==> src/rtl/alu_arbiter.sv <==
// Two-requester front end for a shared external ALU: arbitrates, latches operands,
// runs one EXEC cycle, then holds the registered result until the winner consumes it.
module alu_arbiter #(
  parameter bit PRIO_RR = 1'b1
) (
  input  logic        clk,
  input  logic        reset,
  input  logic        req0_valid,
  output logic        req0_ready,
  input  logic [31:0] req0_a,
  input  logic [31:0] req0_b,
  input  logic [2:0]  req0_op,
  input  logic        req1_valid,
  output logic        req1_ready,
  input  logic [31:0] req1_a,
  input  logic [31:0] req1_b,
  input  logic [2:0]  req1_op,
  output logic        rsp0_valid,
  input  logic        rsp0_ready,
  output logic [31:0] rsp0_result,
  output logic        rsp0_zero,
  output logic        rsp1_valid,
  input  logic        rsp1_ready,
  output logic [31:0] rsp1_result,
  output logic        rsp1_zero,
  output logic [31:0] alu_a,
  output logic [31:0] alu_b,
  output logic [2:0]  alu_op,
  input  logic [31:0] alu_result,
  input  logic        alu_zero,
  output logic        busy
);

  typedef enum logic [1:0] {
    IDLE = 2'd0,
    EXEC = 2'd1,
    RESP = 2'd2
  } state_e;

  state_e      state_q;
  logic        grant_q;
  logic        last_grant_q;
  logic        busy_q;
  logic [1:0]  rsp_valid_q;
  logic [31:0] a_q;
  logic [31:0] b_q;
  logic [2:0]  op_q;
  logic [31:0] result_q;
  logic        zero_q;

  logic        grant_d;
  logic        accept;
  logic        rsp_ready_g;

  // NOTE: every always_comb output gets a default first so no path leaves it unassigned (no latch).
  always_comb begin
    grant_d = 1'b0;
    if (req0_valid && req1_valid) begin
      grant_d = PRIO_RR ? ~last_grant_q : 1'b0;
    end else if (req1_valid) begin
      grant_d = 1'b1;
    end
  end

  assign accept      = (state_q == IDLE) && (req0_valid || req1_valid);
  assign req0_ready  = accept && !grant_d;
  assign req1_ready  = accept && grant_d;
  assign rsp_ready_g = grant_q ? rsp1_ready : rsp0_ready;

  // NOTE: state registers use non-blocking (<=) so all of them update together from pre-edge values.
  always_ff @(posedge clk) begin
    if (reset) begin
      state_q      <= IDLE;
      grant_q      <= 1'b0;
      last_grant_q <= 1'b1;
      busy_q       <= 1'b0;
      rsp_valid_q  <= 2'b00;
      a_q          <= '0;
      b_q          <= '0;
      op_q         <= '0;
      result_q     <= '0;
      zero_q       <= 1'b0;
    end else begin
      case (state_q)
        IDLE: begin
          if (accept) begin
            state_q      <= EXEC;
            busy_q       <= 1'b1;
            grant_q      <= grant_d;
            last_grant_q <= grant_d;
            a_q          <= grant_d ? req1_a  : req0_a;
            b_q          <= grant_d ? req1_b  : req0_b;
            op_q         <= grant_d ? req1_op : req0_op;
          end
        end
        EXEC: begin
          state_q     <= RESP;
          result_q    <= alu_result;
          zero_q      <= alu_zero;
          rsp_valid_q <= grant_q ? 2'b10 : 2'b01;
        end
        RESP: begin
          // Only the winner's ready matters; the other response port is never valid here.
          if (rsp_ready_g) begin
            state_q     <= IDLE;
            busy_q      <= 1'b0;
            rsp_valid_q <= 2'b00;
          end
        end
        default: begin
          state_q     <= IDLE;
          busy_q      <= 1'b0;
          rsp_valid_q <= 2'b00;
        end
      endcase
    end
  end

  assign alu_a       = a_q;
  assign alu_b       = b_q;
  assign alu_op      = op_q;
  assign rsp0_valid  = rsp_valid_q[0];
  assign rsp1_valid  = rsp_valid_q[1];
  assign rsp0_result = result_q;
  assign rsp1_result = result_q;
  assign rsp0_zero   = zero_q;
  assign rsp1_zero   = zero_q;
  assign busy        = busy_q;

endmodule

==> config.mk <==
export PLATFORM = sky130hd
export DESIGN_NAME = alu_arbiter
export DESIGN_NICKNAME = d
export VERILOG_FILES = /design/src/rtl/alu_arbiter.sv
export SDC_FILE = /design/constraint.sdc
export NUM_CORES = 1
export LEC_CHECK = 0
export ABC_AREA = 1
export BUFFER_PORTS_ARGS = -buffer_cell sky130_fd_sc_hd__buf_2
export CORE_AREA = 2 2 119 121
export CTS_CLUSTER_DIAMETER = 50
export DETAILED_ROUTE_END_ITERATION = 12
export DIE_AREA = 0 0 121 123
export PLACE_DENSITY = 0.8
export SLEW_MARGIN = 20
export SYNTH_ARGS = -nofsm -noshare
export SYNTH_HDL_FRONTEND = slang
export SYNTH_SLANG_ARGS = --single-unit
==> constraint.sdc <==
create_clock -name clk -period 1.65 [get_ports clk]
set_clock_uncertainty 0.15 [all_clocks]
set_input_delay 0.165 -clock clk [delete_from_list [all_inputs] [get_ports clk]]
set_output_delay 0.165 -clock clk [all_outputs]
set_load 0.01 [all_outputs]
==> results of run 1 <==
==> flip-flops by register name, summed over array words and instances, names as in the netlist <==
register / flops
alu_a: 32
grant_q: 1
state_q: 2
alu_b: 32
rsp0_zero: 1
rsp0_result: 32
rsp_valid_q: 2
alu_op: 3
busy: 1
last_grant_q: 1
==> per-stage QoR <==
step	utilization	hold WS, ps	power, µW	setup slack [ps]	cells
after detailed placement	0.492	273	4910	178	1149
after floorplan	-	182	4210	320	732
after CTS	0.544	0.284	7240	0.597	1203
final	0.545	12.1	7190	90.8	1204
after global routing	0.545	25.3	7580	16.9	1204
after global placement	0.492	265	4880	212	1149
==> tightest hold or removal path, delay by kind of cell <==
kind | cells | cell delay (ps)
compound gates | 1 | 50
simple gates | 2 | 110
buf+inv | 2 | 130
==> routing by layer <==
layer / vias to the layer above / global-route usage
met3: 23 / 0.0544
met4: 0 / 0.0850
met1: 2568 / 0.226
met5: - / 0
met2: 256 / 0.389
li1: 2867 / -
==> placed cells by master, fill, tap and decap left out <==
cell type,count
clkbuf_8,3
nand2_1,146
nor2_2,1
dfxtp_2,2
clkbuf_1,1
clkbuf_16,9
o21ai_0,33
buf_2,309
nand2_2,2
nor2_1,68
nor2_4,3
nand3_1,61
dfxtp_1,105
nand3b_1,67
dlygate4sd3_1,36
bufinv_16,1
nand2_4,1
buf_4,8
buf_12,9
inv_4,1
nand3_2,10
clkinvlp_4,2
a21oi_1,71
inv_1,70
inv_2,5
==> final cells by class <==
class | instances | area [µm²] | area share
multi-input combinational | 463 | 2300 | 0.310
timing repair buffer | 362 | 2150 | 0.290
sequential | 107 | 2140 | 0.289
inverter | 76 | 288 | 0.0388
clock buffer | 13 | 270 | 0.0364
tap | 180 | 225 | 0.0304
clock inverter | 3 | 45.0 | 0.00607
==> final timing paths <==
path | to | from | cells after the start
setup / recovery | req0_ready | state_q[1] | 6
hold / removal | alu_b[4] | req0_b[4] | 5
setup reg to reg | alu_a[7] | last_grant_q | 6
hold reg to reg | alu_a[11] | alu_a[11] | 2
==> where the power goes <==
group | total, µW | internal (µW) | switching [µW]
logic | 1910 | 844 | 1070
clock network | 2250 | 1300 | 949
registers | 3030 | 2860 | 167
==> kinds of logic after synthesis <==
kind of cell / share of synthesized area
DFF: 0.409
buffers and inverters: 0.154
and+or+nand+nor: 0.337
AOI/OAI and AO/OA: 0.0995
==> what timing repair did <==
action | in CTS | in global routing
setup endpoints to repair | 2 | 2
setup buffers | 2 | 1
hold buffers | 36 | 0
hold endpoints to repair | 36 | 0
resized for setup | 3 | 6
pin swaps | 3 | 2
==> results by group, run 1 <==
Yosys
  – FF+latch count, synth: 107
  – Asr flop ratio synth: 0
  – Post-Syn Area: 5230 µm²
  – Top_reg_cell synth: dfxtp_1
  – Gate Count Post-Synth: 732
  – Synth Warn #: 0
  – Post-Syn Area per Cell: 7.15 µm²
  – Post-Syn Nets: 905
  – Count leader, synth: nand2_1
  – Synth area leader: dfxtp_1
  – Synth top cells by count: 148 x nand2_1, 107 x dfxtp_1, 72 x inv_1
  – EDFF count, synth: 0
  – Post-synth top area share: 0.409
  – Post-synthesis sequential area ratio: 0.409
  – Dominant cells by area after synthesis: dfxtp_1 41%, nand2_1 11%, nand3b_1 9.6%
  – Synth cell types: 16

STA
  – Final hold violation count: 0
  – Slew Viols, Final: 0
  – Max Clock Freq: 0.641 GHz
  – Endpoints failing setup: 0
  – Worst slew pin tran: 592 ps
  – RSZ-0062 raised after global routing: false
  – Crit path time final: 1560 ps
  – Setup TNS: 0 ps
  – Relative slew slack: 0.604
  – Period utilisation layout: 0.945

Setup path
  – Critical path's top delay family: flip-flops
  – Worst Setup Start Kind: flip-flop
  – Slowest stage delay, CP: 340 ps
  – Worst Path Max Fanout: 4
  – Slowest CP cell: dfxtp_2
  – FF-to-FF setup slack: 190 ps
  – CP Data Required Time: 1330 ps
  – CP Class: flip-flop to output port
  – CP most frequent cell: nor2_4
  – Buffers plus inverters on the worst setup path: 3
  – Crit end category: output port
  – Arrival time worst endpoint: 1240 ps
  – Crit-path cells: nor2_4, inv_2, nor2_4, inv_4, nor2_2, buf_4

Run status
  – Status: finished, final reports clean

CTS
  – Clk sink count: 107
  – Clk Latency, worst-skew pair: 340 ps
  – Clk root buf: clkbuf_16
  – Clk slew on worst S/H paths: 70 ps
  – Number of buffers created by CTS: 9
  – Clock Path Buffers: 2
  – H-tree depth: 3
  – CTS tree: done

Pwr
  – Static leakage: 0.00391 µW
  – P per Cell Area: 969 nW/µm²
  – VDD IR-drop max: 0.000570 V

Route
  – DR WL met2: 8420 µm
  – Wl on met1: 6340 µm
  – Top sig layer: met4
  – Vias per cell: 4.75
  – Number of nets with antenna violations after routing: 0
  – DR WL/cell: 13.8 µm
  – Number of remaining DRC errors: 0
  – Pre-antenna DRT Iters: 4
  – DR WL met3: 1420 µm
  – Post-Route WL: 16,600 µm
  – Initial DRC count: 279
  – DR vias: 5,714

Finish
  – Area Growth Syn to Fin: 41.7%
  – Fillers: 1,288
  – Final Instance Area: 7420 µm²
  – Final nets: 1,192
  – Layout cells sized above 1: 0.357
  – Ant. Diodes: 0

Floorplanning
  – Core footprint: 13,600 µm²
  – Std cell rows: 43
  – Die span in x: 121 µm
  – Initial Util: 0.384
  – Die area: 14,900 µm²
  – Die H: 123 µm
  – Io pins: 311

Global routing
  – Largest net degree at the start of global routing: 73
  – Gr usage total: 0.210
  – First-pass GRT wire length: 24,800 µm
  – Vias in the first global route: 5,153
  – Total gr overflow: 0
  – Initial antenna violation count: 0

Placement
  – DP Area: 6700 µm²
  – GPL Wtd Cong: 0.793
  – DP Wirelength: 11,300 µm
  – Port Buf Inserts: 310

Worst hold path
  – HP Class: input pin to flip-flop

Job
  – Max_cap viols: 0
Power figures use the tool's default switching activity.
==> inputs of run 2 (changes only) <==
RECOVER_POWER = 100   (was default)
SETUP_SLACK_MARGIN = 0.15   (was default)
clock period = 1.7 ns   (was 1.65 ns; I/O delays follow)
==> run 2 against run 1 <==
- critical path depth unchanged
- worst setup slack better by 39 ps
- via count down 0.49%
- global-route usage down 0.28 points
- die area unchanged
- power down 4.4%
- final cell count up 0.33%
- combinational power down 4%
- critical endpoint is now req1_ready
==> results by group, run 2 (synthesis gave the netlist of run 1 again) <==
Run status
  – Status: finished, final reports clean

Setup path
  – CP Class: flip-flop to output port
  – Slowest CP cell: dfxtp_2
  – Reg2reg path depth: 9 (+3)
  – Crit. Startpoint: last_grant_q
  – Worst Path Max Fanout: 3 (-1)
  – Worst r2r dst: busy
  – Slowest stage delay, CP: 320 ps (-20 ps)
  – FF-to-FF setup slack: 190 ps (about the same)
  – Arrival time worst endpoint: 1250 ps (about the same)
  – Critical Path Sink: req1_ready
  – CP most frequent cell: nand2_2
  – Crit end category: output port
  – Worst flop-to-flop path startpoint: state_q[0]
  – Crit-path cells: nand2_2, nand2_4, inv_4, nand2_2, inv_1, clkbuf_1
  – Worst Setup Start Kind: flip-flop
  – CP Data Required Time: 1380 ps (+50 ps)

STA
  – RSZ-0062 raised after global routing: true
  – Relative slew slack: 0.764 (+0.159)
  – Slew Viols, Final: 0 (unchanged)
  – Final hold violation count: 0 (unchanged)
  – Worst slew pin tran: 354 ps (-238 ps)
  – Setup TNS: 0 ps (unchanged)
  – Period utilisation layout: 0.924
  – Max Clock Freq: 0.637 GHz
  – Hold WS: 13.4 ps (+1.26 ps)
  – Post-route setup slack: 130 ps (+38.9 ps)
  – Crit path time final: 1570 ps
  – Endpoints failing setup: 0 (unchanged)

Placement
  – GPL Wtd Cong: 0.788 (-0.68%)
  – DP Wirelength: 11,200 µm (-0.62%)
  – Pre-CTS setup slack: 222 ps (+43.7 ps)
  – Port Buf Inserts: 310 (unchanged)

Floorplanning
  – Io pins: 311 (unchanged)
  – Std cell rows: 43 (unchanged)
  – Die area: 14,900 µm² (unchanged)
  – Die H: 123 µm (unchanged)
  – Die span in x: 121 µm (unchanged)
  – Initial Util: 0.384 (unchanged)
  – Core footprint: 13,600 µm² (unchanged)

Route
  – Vias per cell: 4.71 (-0.82%)
  – Number of nets with antenna violations after routing: 0 (unchanged)
  – DR vias: 5,686 (-0.49%)
  – Pre-antenna DRT Iters: 4 (unchanged)
  – Number of remaining DRC errors: 0 (unchanged)
  – Post-Route WL: 16,900 µm (+1.7%)
  – Initial DRC count: 269 (-3.6%)
  – DR WL/cell: 14.0 µm (+1.4%)

Pwr
  – VDD IR-drop max: 0.000482 V (-15%)
  – Flop pwr share: 0.429 (+0.008)
  – P per Cell Area: 944 nW/µm² (-2.6%)
  – Clock power share: 0.305 (-0.008)
  – Net Switching: 2150 µW (-1.4%)
  – P_int: 4720 µW (-5.7%)
  – Combinational power share: 0.266 (about the same)
  – Static leakage: 0.00340 µW (-13%)
  – Sw Ratio: 0.313 (+0.00955)

CTS
  – CTS tree: done
  – Clk slew on worst S/H paths: 70 ps (about the same)
  – Number of buffers created by CTS: 9 (unchanged)
  – Clk sink count: 107 (unchanged)
  – Clk Latency, worst-skew pair: 340 ps (about the same)
  – Clk root buf: clkbuf_16
  – Clock Path Buffers: 2 (unchanged)
  – H-tree depth: 3 (unchanged)

Finish
  – Layout cells sized above 1: 0.227 (-0.131)
  – Final nets: 1,196 (+0.34%)
  – Fillers: 1,378 (+7.0%)
  – Area Growth Syn to Fin: 39.2%
  – Commonest non-fill, non-tap cell in the layout: buf_2
  – Ant. Diodes: 0 (unchanged)
  – Commonest non-fill, non-tap cells in the layout: 172 x buf_2, 146 x nand2_1, 139 x clkbuf_1

Worst hold path
  – HP Class: input pin to flip-flop

Global routing
  – Gr usage total: 0.207 (-0.00277)
  – First-pass GRT wire length: 24,500 µm (-1.3%)
  – Met2 Use GR: 0.373 (-0.0165)
  – Largest net degree at the start of global routing: 73 (unchanged)
  – Met1 Resource Use GR: 0.222 (-0.00345)
  – Initial antenna violation count: 0 (unchanged)
  – Global routing's busiest layer: met2
  – Total gr overflow: 0 (unchanged)
  – Vias in the first global route: 5,138 (-0.29%)
  – M3 GR Usage: 0.0586 (+0.00415)

Job
  – Max_cap viols: 0 (unchanged)
[run 2: final cells by class]
class	instances	area, µm²	share of cell area
clock inverters	4	50.0	0.00687
clock buffers	12	246	0.0338
multi-input cells	463	2300	0.316
well taps	180	225	0.0309
repair buffers	366	2020	0.278
flip-flops and latches	107	2140	0.294
inverters	76	293	0.0402
[run 2: critical path: cells and delay by family, from the launching register on]
| kind | cells | cell delay (ps) |
|---|---|---|
| buf+inv | 3 | 350 |
| flops | 1 | 320 |
| simple gates | 3 | 240 |
[run 2: repair_timing]
action	4_1_cts	5_1_grt
hold buffers	33	0
pin swaps	3	1
hold endpoints to repair	33	0
setup buffers	5	2
endpoints found under the setup margin	2	36
cloned	0	2
gates resized for setup	13	2
[run 2: power groups by stage]
stage	Combinational (µW)	Sequential [µW]	Clock, µW
after floorplan	989	3090	0
after global placement	1760	2980	0
after detailed placement	1780	2990	0
after CTS	1880	2930	2160
after global routing	2020	2970	2240
final	1830	2950	2100
[run 2: worst min path at each step]
| stage | from | endpoint | slack (ps) | cells past startpoint |
|---|---|---|---|---|
| floorplan | alu_result[0] | rsp0_result[0] | 190 | 2 |
| global placement | alu_result[7] | rsp0_result[7] | 270 | 3 |
| detailed placement | alu_result[17] | rsp0_result[17] | 280 | 3 |
| CTS | req0_a[8] | alu_a[8] | 1 | 5 |
| global route | req0_a[13] | alu_a[13] | 30 | 5 |
| finish | req0_b[0] | alu_b[0] | 10 | 5 |
[run 2: routing by layer]
metal / wire length [µm] / up-vias
met4: 541 / 0
met2: 8300 / 230
met3: 1370 / 30
met5: 0 / -
li1: - / 2873
met1: 6650 / 2553
[run 2: through the flow]
| step | instance area (µm²) | std cells | power (µW) | utilization |
|---|---|---|---|---|
| global placement | 6710 | 1150 | 4740 | 0.493 |
| CTS | 7400 | 1204 | 6970 | 0.544 |
| floorplan | 5230 | 732 | 4080 | - |
| finish | 7280 | 1208 | 6870 | 0.535 |
| detailed placement | 6710 | 1150 | 4760 | 0.493 |
| global route | 7280 | 1208 | 7230 | 0.535 |
